===== config.mk =====
export PLATFORM = sky130hd
export DESIGN_NAME = axi_data_upsizer
export DESIGN_NICKNAME = d
export VERILOG_FILES = /design/src/rtl/axi_data_upsizer.sv
export SDC_FILE = /design/constraint.sdc
export NUM_CORES = 1
export LEC_CHECK = 0
export ABC_AREA = 1
export BUFFER_PORTS_ARGS = -buffer_cell sky130_fd_sc_hd__buf_2
export CAP_MARGIN = 25
export CORE_ASPECT_RATIO = 0.75
export CORE_MARGIN = 8
export CORE_UTILIZATION = 45
export CTS_BUF_LIST = sky130_fd_sc_hd__clkbuf_4 sky130_fd_sc_hd__clkbuf_8
export CTS_CLUSTER_DIAMETER = 50
export DETAILED_ROUTE_END_ITERATION = 12
export PLACE_DENSITY_LB_ADDON = 0.05
export REMOVE_ABC_BUFFERS = 1
export SLEW_MARGIN = 20
export SYNTH_ARGS = -nofsm -noshare
export SYNTH_HDL_FRONTEND = slang
export SYNTH_SLANG_ARGS = --single-unit

===== constraint.sdc =====
create_clock -name i_axi_aclk -period 3.4 [get_ports i_axi_aclk]
set_clock_uncertainty 0.15 [all_clocks]
set_input_delay 0.51 -clock i_axi_aclk [delete_from_list [all_inputs] [get_ports i_axi_aclk]]
set_output_delay 0.51 -clock i_axi_aclk [all_outputs]
set_load 0.05 [all_outputs]

===== src/rtl/axi_data_upsizer.sv =====
// Packs NARROW_DW valid/ready beats into WIDE_DW words, little-endian lanes; i_wr_last closes a word early.
// Latency: word valid one edge after its completing beat, when the output register is free or draining.
// Backpressure: holds up to two words (accumulator + output reg); o_wr_ready follows i_rd_ready combinationally.
module axi_data_upsizer #(
    parameter int NARROW_DW = 32,
    parameter int RATIO     = 4,
    parameter int WIDE_DW   = NARROW_DW * RATIO,
    parameter int LW        = $clog2(RATIO)
) (
    input  logic                 i_axi_aclk,
    input  logic                 i_axi_aresetn,
    input  logic                 i_wr_valid,
    output logic                 o_wr_ready,
    input  logic [NARROW_DW-1:0] i_wr_data,
    input  logic                 i_wr_last,
    output logic                 o_rd_valid,
    input  logic                 i_rd_ready,
    output logic [WIDE_DW-1:0]   o_rd_data,
    output logic [RATIO-1:0]     o_rd_strb,
    output logic                 o_rd_last
);

    logic                 rst_done;
    logic [WIDE_DW-1:0]   r_acc;
    logic [RATIO-1:0]     r_acc_strb;
    logic [LW-1:0]        r_lane;
    logic                 r_acc_last;
    logic                 r_acc_full;

    logic                 in_xfer;
    logic                 out_xfer;
    logic                 acc_move;
    logic                 beat_done;
    logic [WIDE_DW-1:0]   acc_nxt;
    logic [RATIO-1:0]     strb_nxt;

    always_comb begin
        acc_move   = r_acc_full & (~o_rd_valid | i_rd_ready);
        o_wr_ready = rst_done & (~r_acc_full | acc_move);
        in_xfer    = i_wr_valid & o_wr_ready;
        out_xfer   = o_rd_valid & i_rd_ready;
        beat_done  = (r_lane == LW'(RATIO - 1)) | i_wr_last;

        // Lane 0 opens a fresh word, so stale lanes of the previous word are dropped here.
        acc_nxt  = (r_lane == '0) ? '0 : r_acc;
        strb_nxt = (r_lane == '0) ? '0 : r_acc_strb;
        for (int n = 0; n < RATIO; n++) begin
            if (r_lane == LW'(n)) begin
                acc_nxt[n*NARROW_DW +: NARROW_DW] = i_wr_data;
                strb_nxt[n]                       = 1'b1;
            end
        end
    end

    always_ff @(posedge i_axi_aclk or negedge i_axi_aresetn) begin
        if (!i_axi_aresetn) begin
            rst_done <= 1'b0;
        end else begin
            rst_done <= 1'b1;
        end
    end

    always_ff @(posedge i_axi_aclk or negedge i_axi_aresetn) begin
        if (!i_axi_aresetn) begin
            r_acc      <= '0;
            r_acc_strb <= '0;
            r_lane     <= '0;
            r_acc_last <= 1'b0;
            r_acc_full <= 1'b0;
        end else begin
            if (acc_move) begin
                r_acc_full <= 1'b0;
            end
            // A completing beat in the same cycle as a move re-fills the accumulator.
            if (in_xfer) begin
                r_acc      <= acc_nxt;
                r_acc_strb <= strb_nxt;
                if (beat_done) begin
                    r_acc_full <= 1'b1;
                    r_acc_last <= i_wr_last;
                    r_lane     <= '0;
                end else begin
                    r_lane     <= r_lane + LW'(1);
                end
            end
        end
    end

    always_ff @(posedge i_axi_aclk or negedge i_axi_aresetn) begin
        if (!i_axi_aresetn) begin
            o_rd_valid <= 1'b0;
            o_rd_data  <= '0;
            o_rd_strb  <= '0;
            o_rd_last  <= 1'b0;
        end else if (acc_move) begin
            o_rd_valid <= 1'b1;
            o_rd_data  <= r_acc;
            o_rd_strb  <= r_acc_strb;
            o_rd_last  <= r_acc_last;
        end else if (out_xfer) begin
            o_rd_valid <= 1'b0;
        end
    end

endmodule


Yosys cells after proc, flatten, opt, wreduce, memory -nomap -nowiden
Cells that the tools add are included.

Add/sub/neg operators: 1. Multiply operators: 0. Divide/modulo/power cells: 0. $lt $le $gt $ge: 0. Equality and inequality tests: 3. Shift-type cells: 0. Muxes and demuxes: 16. Bitwise logic cells: 9. Reductions and logical operators: 10.

Operator list (number): 128-bit two-way mux (1); 32-bit two-way mux (4); 2-bit AND reduction (5); 1-bit two-way mux (9); 2-bit nonzero test (4); 1-bit bitwise AND (4); 2-bit == test, second input constant (2); 4-bit two-way mux (1); 1-bit bitwise OR (3); 2-bit by 1-bit adder with 2-bit output, second input constant (1); 2-bit by 1-bit == test with 1-bit output, second input constant (1); 2-bit zero test (1); 2-bit two-way mux (1); 1-bit NOT (2).

Flip-flop bits (word level): 271. Latch bits: 0. Memory bits (writable): 0. Memory bits (read-only): 0. Input bits: 37. Output and inout port bits: 135. Logic and storage cells: 55. Memories kept: 0.

Logic depth before layout (Yosys ltp)
Depth after elaboration: 7. Gate-level depth with buffers: 8. Depth with buffers taken out: 7.

Worst setup path after synthesis
OpenSTA, ideal clock, no wires.

Kind: register to output. From: register o_rd_valid. To: output o_wr_ready. Arrival: 1183 ps. Required time: 2740 ps. Setup slack: 1557 ps. Stages on the path, launching flop included: 4. Buffers on the path: 0. Cell sequence: dfrtp_1 nand3_4 nand2_1 inv_1.

Cells in the longest elaborated chain, start to end: 5.

RTL lines: start, declared (RTL line 16) `output logic o_rd_valid,`; start signal, assigned (RTL line 91) `o_rd_valid <= 1'b0;`; start signal, assigned (RTL line 96) `o_rd_valid <= 1'b1;`; start signal, assigned (RTL line 101) `o_rd_valid <= 1'b0;`; 1-bit NOT (RTL line 38) `acc_move = r_acc_full & (~o_rd_valid | i_rd_ready);`; 1-bit bitwise OR (RTL line 38); 1-bit bitwise AND (RTL line 38); 1-bit bitwise OR (RTL line 39) `o_wr_ready = rst_done & (~r_acc_full | acc_move);`; 1-bit bitwise AND (RTL line 39); end, declared (RTL line 13) `output logic o_wr_ready,`.

No other way between the ends.

Worst setup path in the final report
From: register r_acc_full. To: output o_wr_ready.

Cells in the longest elaborated chain, start to end: 3. Elaborated cells between the ends (all ways): 4. Classes of those cells: bitwise (4).

RTL lines: start, declared (RTL line 28) `logic r_acc_full;`; start signal, assigned (RTL line 69) `r_acc_full <= 1'b0;`; start signal, assigned (RTL line 72) `r_acc_full <= 1'b0;`; start signal, assigned (RTL line 79) `r_acc_full <= 1'b1;`; 1-bit bitwise AND or 1-bit NOT (tied branches) (RTL line 38, 39); 1-bit bitwise OR * (RTL line 39); 1-bit bitwise AND * (RTL line 39).

Every way passes the cells marked *; elsewhere a longest branch is shown, timed or not.

==> results.ini <==
[cts]
numClockSinks=271
cts_htree_levels=2
ctsLongestPathBuffers=3
clkTransAtPathRegs_ns=0.06
cts-root-buf=clkbuf_8
clock_latency_ns=0.52
cts_buffers=44
cts_tree=built

[sta]
max_freq_mhz=440
fin_crit_ns=2.27
worst_pin_slew_ns=0.898
finalHoldViolCount=0
whs_ns=0.0766
rsz0062_at_grt=false
setup_viol=0
slew-limit-headroom_pct=40.0
drv_slew=0
fin_crit_sh_pct=66.8

[grt]
overflow=0
grtUsageTotal_pct=20.3
grt_pass1_vias=8544
grt_max_degree=134
grtUsageMet2_pct=30.3
grt_pass1_wl_um=47600
grt.busiest_layer=met2
grt_use_met1_pct=30.1
use_met3_pct=3.92
antenna_found_initial=0

[synth]
syn_area_um2=10600
syn_inst=1192
synth-seq-cells=271
ys_seq_area_share_pct=64.0
yosysTopAreaCell=dfrtp_1
synth_top_area_share_pct=64.0
ys_types=19
yosysWarnings=0
avgSynthCellArea_um2=8.89
synth.area.top_cells=dfrtp_1 (64%), nand2_1 (24%), nand3_1 (6.7%)

[final_layout]
layout-drive-gt1-share_pct=19.2
multi_input_area_um2=3440
nets=1404
final_cells=1678
regArea_um2=6790
num_antenna_cells=0
layout_common_cells=nand2_1 (665), dfrtp_1 (270), buf_2 (170)
final_common_cell=nand2_1
area_growth_pct=18.2
num-fill-cells=2257

[die]
die_h_um=149
start_util_pct=46.0
die_w_um=193
dieArea_um2=28800
num_rows=48
coreArea_um2=23100
ios=172

[placement]
dp_hpwl_um=17700
io_buffers=171
dp.cells=1616
gp_congestion=0.752

[routing]
routed_via_density=4.95
via_count=8310
dr.pass1.iters=5
wire_per_inst_um=17.2
wl_um=28900
drt_iter0_drc=704
drc_errors=0
ant_nets=0

[worst_setup_path]
start_kind=flop
startpoint=r_acc_full
ff2ff_path_depth=6
endpoint_kind=output port
cp_max_fo=8
required_ns=2.74
r2r_start=r_lane[1]
cp.arrival_ns=1.61
critPathKind=reg2out

[min_path]
whs_path_depth=3
hold_path_class=in2reg
holdCritStartpoint=i_wr_data[7]

[pwr]
power_density_nw_per_um2=787
ir_drop_uv=373
finalPower_mw=9.86
p_leak_nw=7.43

[run]
maxCapViolCount=0

[run_status]
outcome=completed

==> cell usage after synthesis <==
master      n
buf_1       3
buf_2      29
buf_4       9
buf_6       1
clkbuf_1   27
conb_1      1
dfrtp_1   271
ha_1        4
inv_1      21
nand2_1   666
nand2_2     1
nand3_1   142
nand3_4     2
nand4_1     4
nand4_2     1
nor2_1      3
nor2_2      2
nor2_4      2
o21ai_0     3
==> critical path, cell delays in order, from the launching register on <==
cell	delay [ns]
dfrtp_4	0.51
nand3_4	0.16
nand2_1	0.10
inv_1	0.06
buf_2	0.26
==> cells by family after synthesis <==
logic type / count (synthesis) / synth area share (%)
buf+inv: 90 / 3.92
compound gates: 3 / 0.142
other cells: 1 / 0.0354
flops: 271 / 64.0
simple gates: 823 / 31.5
fa+ha+maj: 4 / 0.472
==> routing by layer <==
metal / vias to the layer above / part of all wire [%]
met2: 196 / 43
met1: 4037 / 50
li1: 4034 / -
met4: 0 / 1.3
met5: - / 0
met3: 43 / 5.2
==> metrics by stage <==
stage               area (µm²)  utilization, %  TNS [ns]  worst slack (ns)
finish                   12500            54.3         0              1.13
global route             12500            54.3         0              1.02
CTS                      12500            54.3         0              1.09
detailed placement       11800            51.0         0              1.19
global placement         11800            51.0         0              1.26
floorplan                10300               -   -260.12             -1.84
==> where the power goes <==
group	switching [mW]	leakage, nW	total, mW	internal (mW)
clock	1.19	0.407	2.59	1.40
combinational	2.27	3.40	2.91	0.640
sequential	0.411	3.62	4.36	3.94
==> cell type report <==
cell class	instances	area share, %
Clock buffer	60	6.04
Clock inverter	1	0.0399
Inverter	21	0.629
Multi-Input combinational cell	831	27.4
Sequential cell	271	54.2
Tap cell	300	3.00
Timing Repair Buffer	194	8.71
==> state kept, by name, indices dropped and copies added, names as in the netlist <==
name and count:
r_lane 2, rst_done 1, o_rd_strb 4, r_acc_last 1, o_rd_valid 1, r_acc_full 1, r_acc_strb 4, o_rd_data 128
o_rd_last 1, r_acc 128
==> timing repair <==
item                                   CTS  global route
setup buffers                            0             0
hold buffers                             1             0
endpoints found under the hold margin   70             0
resized for setup                        0             0
==> worst paths after layout <==
path	end	slack, ns
min	r_acc[39]	0.08
max reg2reg	r_acc[63]	1.33
max	o_wr_ready	1.13
min reg2reg	r_acc_strb[0]	0.31
min in group asynchronous	o_rd_data[28]	0.42
max in group asynchronous	o_rd_data[2]	1.87
Note: power is estimated with default switching activity, not from simulation.
